--- src/rtl/puzzle_loader.sv ---
// Streams one randomly chosen sudoku puzzle out of a synchronous ROM into shadow
// registers, then publishes the digit and visibility buses together in a single cycle.
module puzzle_loader #(
  parameter int unsigned NUM_PUZZLES = 8,
  parameter int unsigned ADDR_W      = 10
) (
  input  logic              clk,
  input  logic              reset,
  input  logic              load_start,
  input  logic              difficulty,
  output logic [ADDR_W-1:0] rom_addr,
  input  logic [5:0]        rom_data,
  output logic [323:0]      selected_map,
  output logic [161:0]      selected_visibility,
  output logic [3:0]        puzzle_id,
  output logic              busy,
  output logic              done,
  output logic              load_error
);

  localparam logic [1:0] S_IDLE   = 2'd0;
  localparam logic [1:0] S_FETCH  = 2'd1;
  localparam logic [1:0] S_DRAIN  = 2'd2;
  localparam logic [1:0] S_COMMIT = 2'd3;

  localparam logic [7:0]        NUM_P8    = 8'(NUM_PUZZLES);
  localparam logic [ADDR_W-1:0] CELLS     = ADDR_W'(81);
  localparam logic [6:0]        LAST_CELL = 7'd80;

  logic [1:0]        state_q, state_d;
  logic [7:0]        lfsr_q, lfsr_d;
  logic [3:0]        idx_q, idx_d;
  logic              diff_q, diff_d;
  logic [6:0]        cell_q, cell_d;
  logic [6:0]        cap_cell_q, cap_cell_d;
  logic              cap_valid_q, cap_valid_d;
  logic [ADDR_W-1:0] rom_addr_q, rom_addr_d;
  logic [323:0]      shadow_map_q, shadow_map_d;
  logic [161:0]      shadow_vis_q, shadow_vis_d;
  logic              bad_q, bad_d;
  logic [323:0]      map_q, map_d;
  logic [161:0]      vis_q, vis_d;
  logic [3:0]        puzzle_id_q, puzzle_id_d;
  logic              busy_q, busy_d;
  logic              done_q, done_d;
  logic              load_error_q, load_error_d;
  logic [7:0]        idx_mod;
  logic              shown;

  always_comb begin
    state_d      = state_q;
    lfsr_d       = {lfsr_q[6:0], lfsr_q[7] ^ lfsr_q[5] ^ lfsr_q[4] ^ lfsr_q[3]};
    idx_d        = idx_q;
    diff_d       = diff_q;
    cell_d       = cell_q;
    cap_cell_d   = cap_cell_q;
    cap_valid_d  = 1'b0;
    rom_addr_d   = rom_addr_q;
    shadow_map_d = shadow_map_q;
    shadow_vis_d = shadow_vis_q;
    bad_d        = bad_q;
    map_d        = map_q;
    vis_d        = vis_q;
    puzzle_id_d  = puzzle_id_q;
    busy_d       = busy_q;
    done_d       = 1'b0;
    load_error_d = load_error_q;
    idx_mod      = lfsr_q % NUM_P8;
    shown        = diff_q ? rom_data[5] : rom_data[4];

    // ROM data arrives one cycle after its address; cap_cell_q names the cell it belongs to.
    if (cap_valid_q) begin
      shadow_map_d[{cap_cell_q, 2'b00} +: 4] = rom_data[3:0];
      shadow_vis_d[{cap_cell_q, 1'b0} +: 2]  = shown ? 2'b11 : 2'b00;
      if (rom_data[3:0] == 4'd0 || rom_data[3:0] > 4'd9) begin
        bad_d = 1'b1;
      end
    end

    case (state_q)
      S_IDLE: begin
        if (load_start) begin
          idx_d        = idx_mod[3:0];
          diff_d       = difficulty;
          cell_d       = '0;
          rom_addr_d   = ADDR_W'(idx_mod) * CELLS;
          shadow_map_d = '0;
          shadow_vis_d = '0;
          bad_d        = 1'b0;
          load_error_d = 1'b0;
          map_d        = '0;
          vis_d        = '0;
          busy_d       = 1'b1;
          state_d      = S_FETCH;
        end
      end
      S_FETCH: begin
        cap_valid_d = 1'b1;
        cap_cell_d  = cell_q;
        if (cell_q == LAST_CELL) begin
          state_d = S_DRAIN;
        end else begin
          cell_d     = cell_q + 7'd1;
          rom_addr_d = rom_addr_q + ADDR_W'(1);
        end
      end
      S_DRAIN: begin
        state_d = S_COMMIT;
      end
      default: begin
        if (!bad_q) begin
          map_d       = shadow_map_q;
          vis_d       = shadow_vis_q;
          puzzle_id_d = idx_q;
          done_d      = 1'b1;
        end else begin
          load_error_d = 1'b1;
        end
        busy_d  = 1'b0;
        state_d = S_IDLE;
      end
    endcase
  end

  always_ff @(posedge clk) begin
    if (reset) begin
      state_q      <= S_IDLE;
      lfsr_q       <= 8'h01;
      idx_q        <= '0;
      diff_q       <= 1'b0;
      cell_q       <= '0;
      cap_cell_q   <= '0;
      cap_valid_q  <= 1'b0;
      rom_addr_q   <= '0;
      shadow_map_q <= '0;
      shadow_vis_q <= '0;
      bad_q        <= 1'b0;
      map_q        <= '0;
      vis_q        <= '0;
      puzzle_id_q  <= '0;
      busy_q       <= 1'b0;
      done_q       <= 1'b0;
      load_error_q <= 1'b0;
    end else begin
      state_q      <= state_d;
      lfsr_q       <= lfsr_d;
      idx_q        <= idx_d;
      diff_q       <= diff_d;
      cell_q       <= cell_d;
      cap_cell_q   <= cap_cell_d;
      cap_valid_q  <= cap_valid_d;
      rom_addr_q   <= rom_addr_d;
      shadow_map_q <= shadow_map_d;
      shadow_vis_q <= shadow_vis_d;
      bad_q        <= bad_d;
      map_q        <= map_d;
      vis_q        <= vis_d;
      puzzle_id_q  <= puzzle_id_d;
      busy_q       <= busy_d;
      done_q       <= done_d;
      load_error_q <= load_error_d;
    end
  end

  assign rom_addr            = rom_addr_q;
  assign selected_map        = map_q;
  assign selected_visibility = vis_q;
  assign puzzle_id           = puzzle_id_q;
  assign busy                = busy_q;
  assign done                = done_q;
  assign load_error          = load_error_q;

endmodule

--- config.mk ---
export PLATFORM = sky130hd
export DESIGN_NAME = puzzle_loader
export DESIGN_NICKNAME = d
export VERILOG_FILES = /design/src/rtl/puzzle_loader.sv
export SDC_FILE = /design/constraint.sdc
export NUM_CORES = 2
export LEC_CHECK = 0
export CORE_AREA = 2 2 356 358
export DETAILED_ROUTE_END_ITERATION = 10
export DIE_AREA = 0 0 358 360
export SYNTH_ARGS = -nofsm -noshare
export SYNTH_HDL_FRONTEND = slang
export SYNTH_SLANG_ARGS = --single-unit
--- constraint.sdc ---
create_clock -name clk -period 3.6 [get_ports clk]
set_clock_uncertainty 0.2 [all_clocks]
set_input_delay 0.72 -clock clk [delete_from_list [all_inputs] [get_ports clk]]
set_output_delay 0.72 -clock clk [all_outputs]
set_load 0.03 [all_outputs]
---- Yosys cells after proc, flatten, opt, wreduce, memory -nomap -nowiden ----
Index checks and enable logic that the tools add are counted.
cells by class
  multipliers ............................. 1
  reductions and logical operators ........ 15
  order comparisons ....................... 1
  equal/unequal tests ..................... 7
  add/sub/neg operators ................... 4
  multiplexer cells ....................... 36
  bitwise logic cells ..................... 6
  shift operators ......................... 4
operators by type and width
  kind                                                                       count
  324-bit 2-to-1 mux                                                         5
  162-bit 2-to-1 mux                                                         5
  324-bit one-hot mux with 2 select lines                                    1
  324-bit bitwise mux                                                        1
  162-bit one-hot mux with 2 select lines                                    1
  4-bit by 11-bit variable shift with 324-bit output (first input constant)  1
  4-bit by 11-bit indexed part select with 324-bit output                    1
  162-bit bitwise mux                                                        1
  2-bit by 10-bit variable shift with 162-bit output (first input constant)  1
  2-bit by 10-bit indexed part select with 162-bit output                    1
  10-bit 2-to-1 mux                                                          2
  10-bit one-hot mux with 2 select lines                                     1
  7-bit 2-to-1 mux                                                           2
  7-bit one-hot mux with 2 select lines                                      1
  9-bit negator with 11-bit output                                           1
  10-bit by 1-bit adder with 10-bit output (second input constant)           1
  3-bit by 7-bit multiplier with 10-bit output (second input constant)       1
  1-bit 2-to-1 mux                                                           10
  8-bit negator with 10-bit output                                           1
  3-bit AND reduction                                                        3
  2-bit AND reduction                                                        4
  7-bit by 1-bit adder with 7-bit output (second input constant)             1
  7-bit equality test (second input constant)                                1
  2-bit 2-to-1 mux                                                           3
  other kinds (16)                                                           24
storage, ports and cells
  bits of input ports ..................... 10
  bits in registers ....................... 1,018
  output and inout bits ................... 503
  word-level logic and storage cells ...... 91

---- Longest topological paths before layout ----
  word-level depth ........................ 7
  gate-level depth with buffers ........... 11
  gate-level depth less buffers ........... 7

---- Worst setup path before layout ----
OpenSTA, ideal clock, no wires.
  kind .................................... register -> register
  start point ............................. register cap_cell_q[0]
  end point ............................... register shadow_map_q[226]
  setup time .............................. 0.132 ns
  data required time ...................... 3.268 ns
  stages on the path, launching flop included .. 11
  clock period less this slack ............ 2.876 ns
  arrival time ............................ 2.544 ns
  path slack .............................. 0.724 ns
  cells stage by stage .................... dfxtp_1 -> clkbuf_1 -> inv_1 -> ha_1 -> buf_2 -> buf_2 -> or3b_2 -> o41ai_2 -> buf_4 -> nand3_1 -> mux2i_1
between the ends
  word-level cells in the longest chain between the ends .. 6
  elaborated cells between the ends (all ways) .. 7
  those cells by class .................... 1 x add/sub; 2 x shift; 4 x mux
RTL lines
  element                                                                                                                        RTL line  RTL
  from (decl)                                                                                                                    35        logic [6:0] cap_cell_q, cap_cell_d;
  from (signal assigned)                                                                                                         150       cap_cell_q <= cap_cell_d;
  9-bit negator with 11-bit output *                                                                                             73        shadow_map_d[{cap_cell_q, 2'b00} +: 4] = rom_data[3:0];
  4-bit by 11-bit indexed part select with 324-bit output or 4-bit by 11-bit variable shift with 324-bit output (tied branches)  73
  324-bit bitwise mux *                                                                                                          73
  324-bit 2-to-1 mux *                                                                                                           72        if (cap_valid_q) begin
  324-bit 2-to-1 mux                                                                                                             82        if (load_start) begin
  324-bit 2-to-1 mux *                                                                                                           80        case (state_q)
  to (signal assigned)                                                                                                           153       shadow_map_q <= shadow_map_d;
  to (decl)                                                                                                                      38        logic [323:0] shadow_map_q, shadow_map_d;
Every way passes the cells marked *; elsewhere a longest branch is shown, timed or not.
A chain may end at the register's enable or synchronous reset.

---- Worst setup path in the final report ----
  start point ............................. register cap_cell_q[0]
  end point ............................... register shadow_vis_q[90]
between the ends
  word-level cells in the longest chain between the ends .. 6
  elaborated cells between the ends (all ways) .. 7
  those cells by class .................... 1 x add/sub; 2 x shift; 4 x mux
RTL lines
  element                                                                                                                        RTL line  RTL
  8-bit negator with 10-bit output *                                                                                             74        shadow_vis_d[{cap_cell_q, 1'b0} +: 2] = shown ? 2'b11 : 2'b00;
  2-bit by 10-bit indexed part select with 162-bit output or 2-bit by 10-bit variable shift with 162-bit output (tied branches)  74
  162-bit bitwise mux *                                                                                                          74
  162-bit 2-to-1 mux *                                                                                                           72
  162-bit 2-to-1 mux                                                                                                             82
  162-bit 2-to-1 mux *                                                                                                           80
  to (signal assigned)                                                                                                           154       shadow_vis_q <= shadow_vis_d;
  to (decl)                                                                                                                      39        logic [161:0] shadow_vis_q, shadow_vis_d;
Marked as above.

==> results.py <==
metrics = {
    "power": {
        "power.internal_w": 0.0193,
        "p_clk_share_pct": 43.6,
        "power.total_w": 0.0275,
        "p_leak_nw": 19.2,
        "p_comb_share_pct": 14.9,
        "p_sw_share_pct": 29.6,
        "power_switching_w": 0.00812,
        "ir_drop_mv": 0.450,
        "power_per_cell_area_nw_per_um2": 564,
        "p_seq_share_pct": 41.4,
    },
    "routing": {
        "ant_nets": 0,
        "routed_via_density": 5.05,
        "firstDrtPassIters": 6,
        "vias": 30200,
        "route.detailed.drc": 0,
        "detail_route.wl_per_cell_um": 24.0,
        "dr.first_iter.drc_count": 2745,
        "totalWireLength_mm": 143,
    },
    "clock_network": {
        "path_clk_slew_ns": 0.06,
        "post_cts_buffers": 0,
        "cts_hold_buf": 0,
        "htreeDepth": 3,
        "clockBufferDepth": 3,
        "root_buffer": "clkbuf_16",
        "clk-insertion-delay-late_ns": 0.73,
        "cts_buffers": 110,
        "cts_resized": 0,
        "cts_tree": "built",
        "cts.sinks": 1018,
    },
    "worst_setup_path": {
        "cp_common_cell": "buf_4",
        "reg2reg_slack_ns": 0.41,
        "path_max_fanout": 17,
        "endpoint_kind": "flop",
        "crit_start": "cap_cell_q[0]",
        "critical-path-top-delay-family": "simple AND/OR/NAND/NOR gates",
        "crit_chain": "buf_4, nor3_1, o211ai_1, nand2_2, buf_4, nand2_1, mux2i_1",
        "critical_path_cell_count": 7,
        "cpMaxStageDelayCell": "nor3_1",
        "crit_path_end": "shadow_vis_q[90]",
        "path_buf_inv": 2,
        "crit_required_ns": 4.01,
        "critPathKind": "reg2reg",
        "worst_path_largest_cell_delay_ns": 0.66,
        "critPathLaunchType": "flop",
        "worstPathArrival_ns": 3.60,
        "r2r_start": "cap_cell_q[0]",
        "r2r-end": "shadow_vis_q[90]",
        "worstRegToRegCells": 7,
    },
    "synth": {
        "syn_area_um2": 37300,
        "ys_warn_count": 0,
        "async_flop_share_pct": 0,
        "synthCells": 3789,
        "yosysSeqAreaShare_pct": 54.6,
        "synth_area_leader_cell": "dfxtp_1",
        "synth-edff-count": 0,
        "syn_nets": 3813,
        "synth_ff_type": "dfxtp_1",
        "synth_area_leaders": "dfxtp_1 (55%), mux2i_1 (13%), a22oi_1 (9.8%)",
        "ys_types": 82,
        "ys_ff_latch": 1018,
        "synth_top_area_share_pct": 54.6,
        "synth_area_per_cell_um2": 9.85,
    },
    "placement": {
        "port_buffers": 511,
        "gp_congestion": 0.879,
        "hpwlAfterDp_mm": 100,
    },
    "run_status": {
        "status": "completed",
    },
    "timing": {
        "fin_crit_sh_pct": 88.6,
        "tightest_slew_ns": 1.11,
        "rsz0062_at_grt": "false",
        "timing_hold_violations_final": 0,
        "fin_crit_ns": 3.19,
        "setup_viol_count_final": 0,
        "fmax_mhz": 313,
        "fin_setup_tns_ns": 0,
        "maxSlewViolCount": 0,
        "slew_headroom_pct": 26.3,
    },
    "global_route": {
        "grt_pass1_vias": 28600,
        "antenna_found_initial": 16,
        "grt_pass1_wl_mm": 205,
        "overflow": 0,
        "grt_use_total_pct": 21.5,
        "grt_max_degree": 182,
    },
    "finish": {
        "nets": 4260,
        "layout-drive-gt1-share_pct": 9.73,
        "final_common_cell": "dfxtp_1",
        "finalCoreUtilization_pct": 39.0,
        "syn2layout_area_growth_pct": 30.4,
        "final_cell_mix": "dfxtp_1 (1,018), nand2_1 (560), nor2_1 (534)",
    },
    "floorplanning": {
        "dieWidth_um": 358,
        "dieArea_um2": 129000,
        "ios": 513,
        "rows": 130,
        "die_y_um": 360,
        "core_area_um2": 125000,
        "start_util_pct": 29.9,
    },
    "job": {
        "cap_violations": 0,
    },
    "hold_path": {
        "hp-start": "reset",
        "holdCritPathClass": "in2reg",
    },
}
layout make-up:
type	count	area (µm²)
inverters	18	67.6
clock inverters	53	719
fillers	12300	76200
flip-flops and latches	1018	20400
well taps	1650	2060
diodes	1	2.50
clock buffers	148	3160
repair buffers	638	6540
multi-input cells	2450	15800
logic make-up after synthesis:
logic type,after synthesis,synth area share [%]
compound gates,633,13.3
simple gates,1316,15.1
xor+xnor,15,0.392
fa+ha+maj,14,0.469
buf+inv,321,3.51
flops,1018,54.6
mux,471,12.6
other cells,1,0.0100
synthesized netlist by cell type (3+ instances only):
master,n
dfxtp_1,1018
nand2_1,567
nor2_1,539
a22oi_1,489
mux2i_1,469
clkbuf_1,252
nand3_1,44
buf_2,29
nand3_2,28
o21ai_0,24
a21oi_1,23
and2_1,19
nand4_1,19
and3_1,18
inv_1,18
nor2b_1,17
o211ai_4,16
o21a_1,15
ha_1,14
buf_1,12
a31oi_1,11
xor2_1,11
nor3_1,10
a211oi_1,9
nand4_2,9
buf_4,6
or2_2,5
a41oi_1,4
and2_0,4
nand2b_1,4
o22ai_1,4
or4_1,4
a22o_1,3
nand2_2,3
nand4b_1,3
nor2_4,3
nor3b_1,3
nor4_1,3
worst reg2reg max path: cells and delay by family (launching register included):
family | cells | cell delay, ns
buffers and inverters | 2 | 0.53
flip-flops | 1 | 0.31
AND/OR/NAND/NOR | 3 | 1.46
AO/OA/AOI/OAI | 1 | 0.28
multiplexers | 1 | 0.29
registers in the layout, indices dropped and copies added (netlist names), 2 cells and up:
signal               cells
shadow_map_q           324
state_q                  2
selected_visibility    162
shadow_vis_q           162
idx_q                    3
lfsr_q                   8
puzzle_id                3
cap_cell_q               7
rom_addr                10
selected_map           324
cell_q                   7
layer usage:
| layer | track usage, % | share of wire, % | wire, µm |
|---|---|---|---|
| met1 | 29.1 | 45 | 64200 |
| met2 | 33.3 | 45 | 63900 |
| met3 | 5.55 | 7.8 | 11200 |
| met4 | 6.60 | 2.9 | 4100 |
| met5 | 0 | 0.0091 | 13 |
through the flow:
stage / setup slack, ns / instance area (µm²) / hold slack, ns / instances
2_1_floorplan: 0.724 / 37300 / 0.214 / 3789
3_3_place_gp: 0.222 / 44800 / 0.219 / 5774
3_5_place_dp: 0.208 / 44800 / 0.245 / 5774
4_1_cts: 0.376 / 48700 / 0.0273 / 5975
5_1_grt: 0.208 / 48700 / 0.0629 / 5975
6_report: 0.410 / 48700 / 0.0870 / 5976
how the worst min path moves through the flow:
| stage | end | cells past startpoint |
|---|---|---|
| 3_3_place_gp | lfsr_q[7] | 1 |
| 6_report | cell_q[0] | 2 |
| 5_1_grt | cell_q[0] | 2 |
| 2_1_floorplan | lfsr_q[7] | 1 |
| 4_1_cts | cell_q[0] | 2 |
| 3_5_place_dp | lfsr_q[7] | 1 |
power by group through the flow:
| stage | Clock [W] | Combinational (W) | Sequential, W |
|---|---|---|---|
| after floorplan | 0 | 0.00226 | 0.0117 |
| after global placement | 0 | 0.00409 | 0.0116 |
| after detailed placement | 0 | 0.00409 | 0.0116 |
| after CTS | 0.0122 | 0.00410 | 0.0114 |
| after global routing | 0.0127 | 0.00435 | 0.0114 |
| final | 0.0120 | 0.00410 | 0.0114 |
Note: power is estimated with default switching activity, not from simulation.
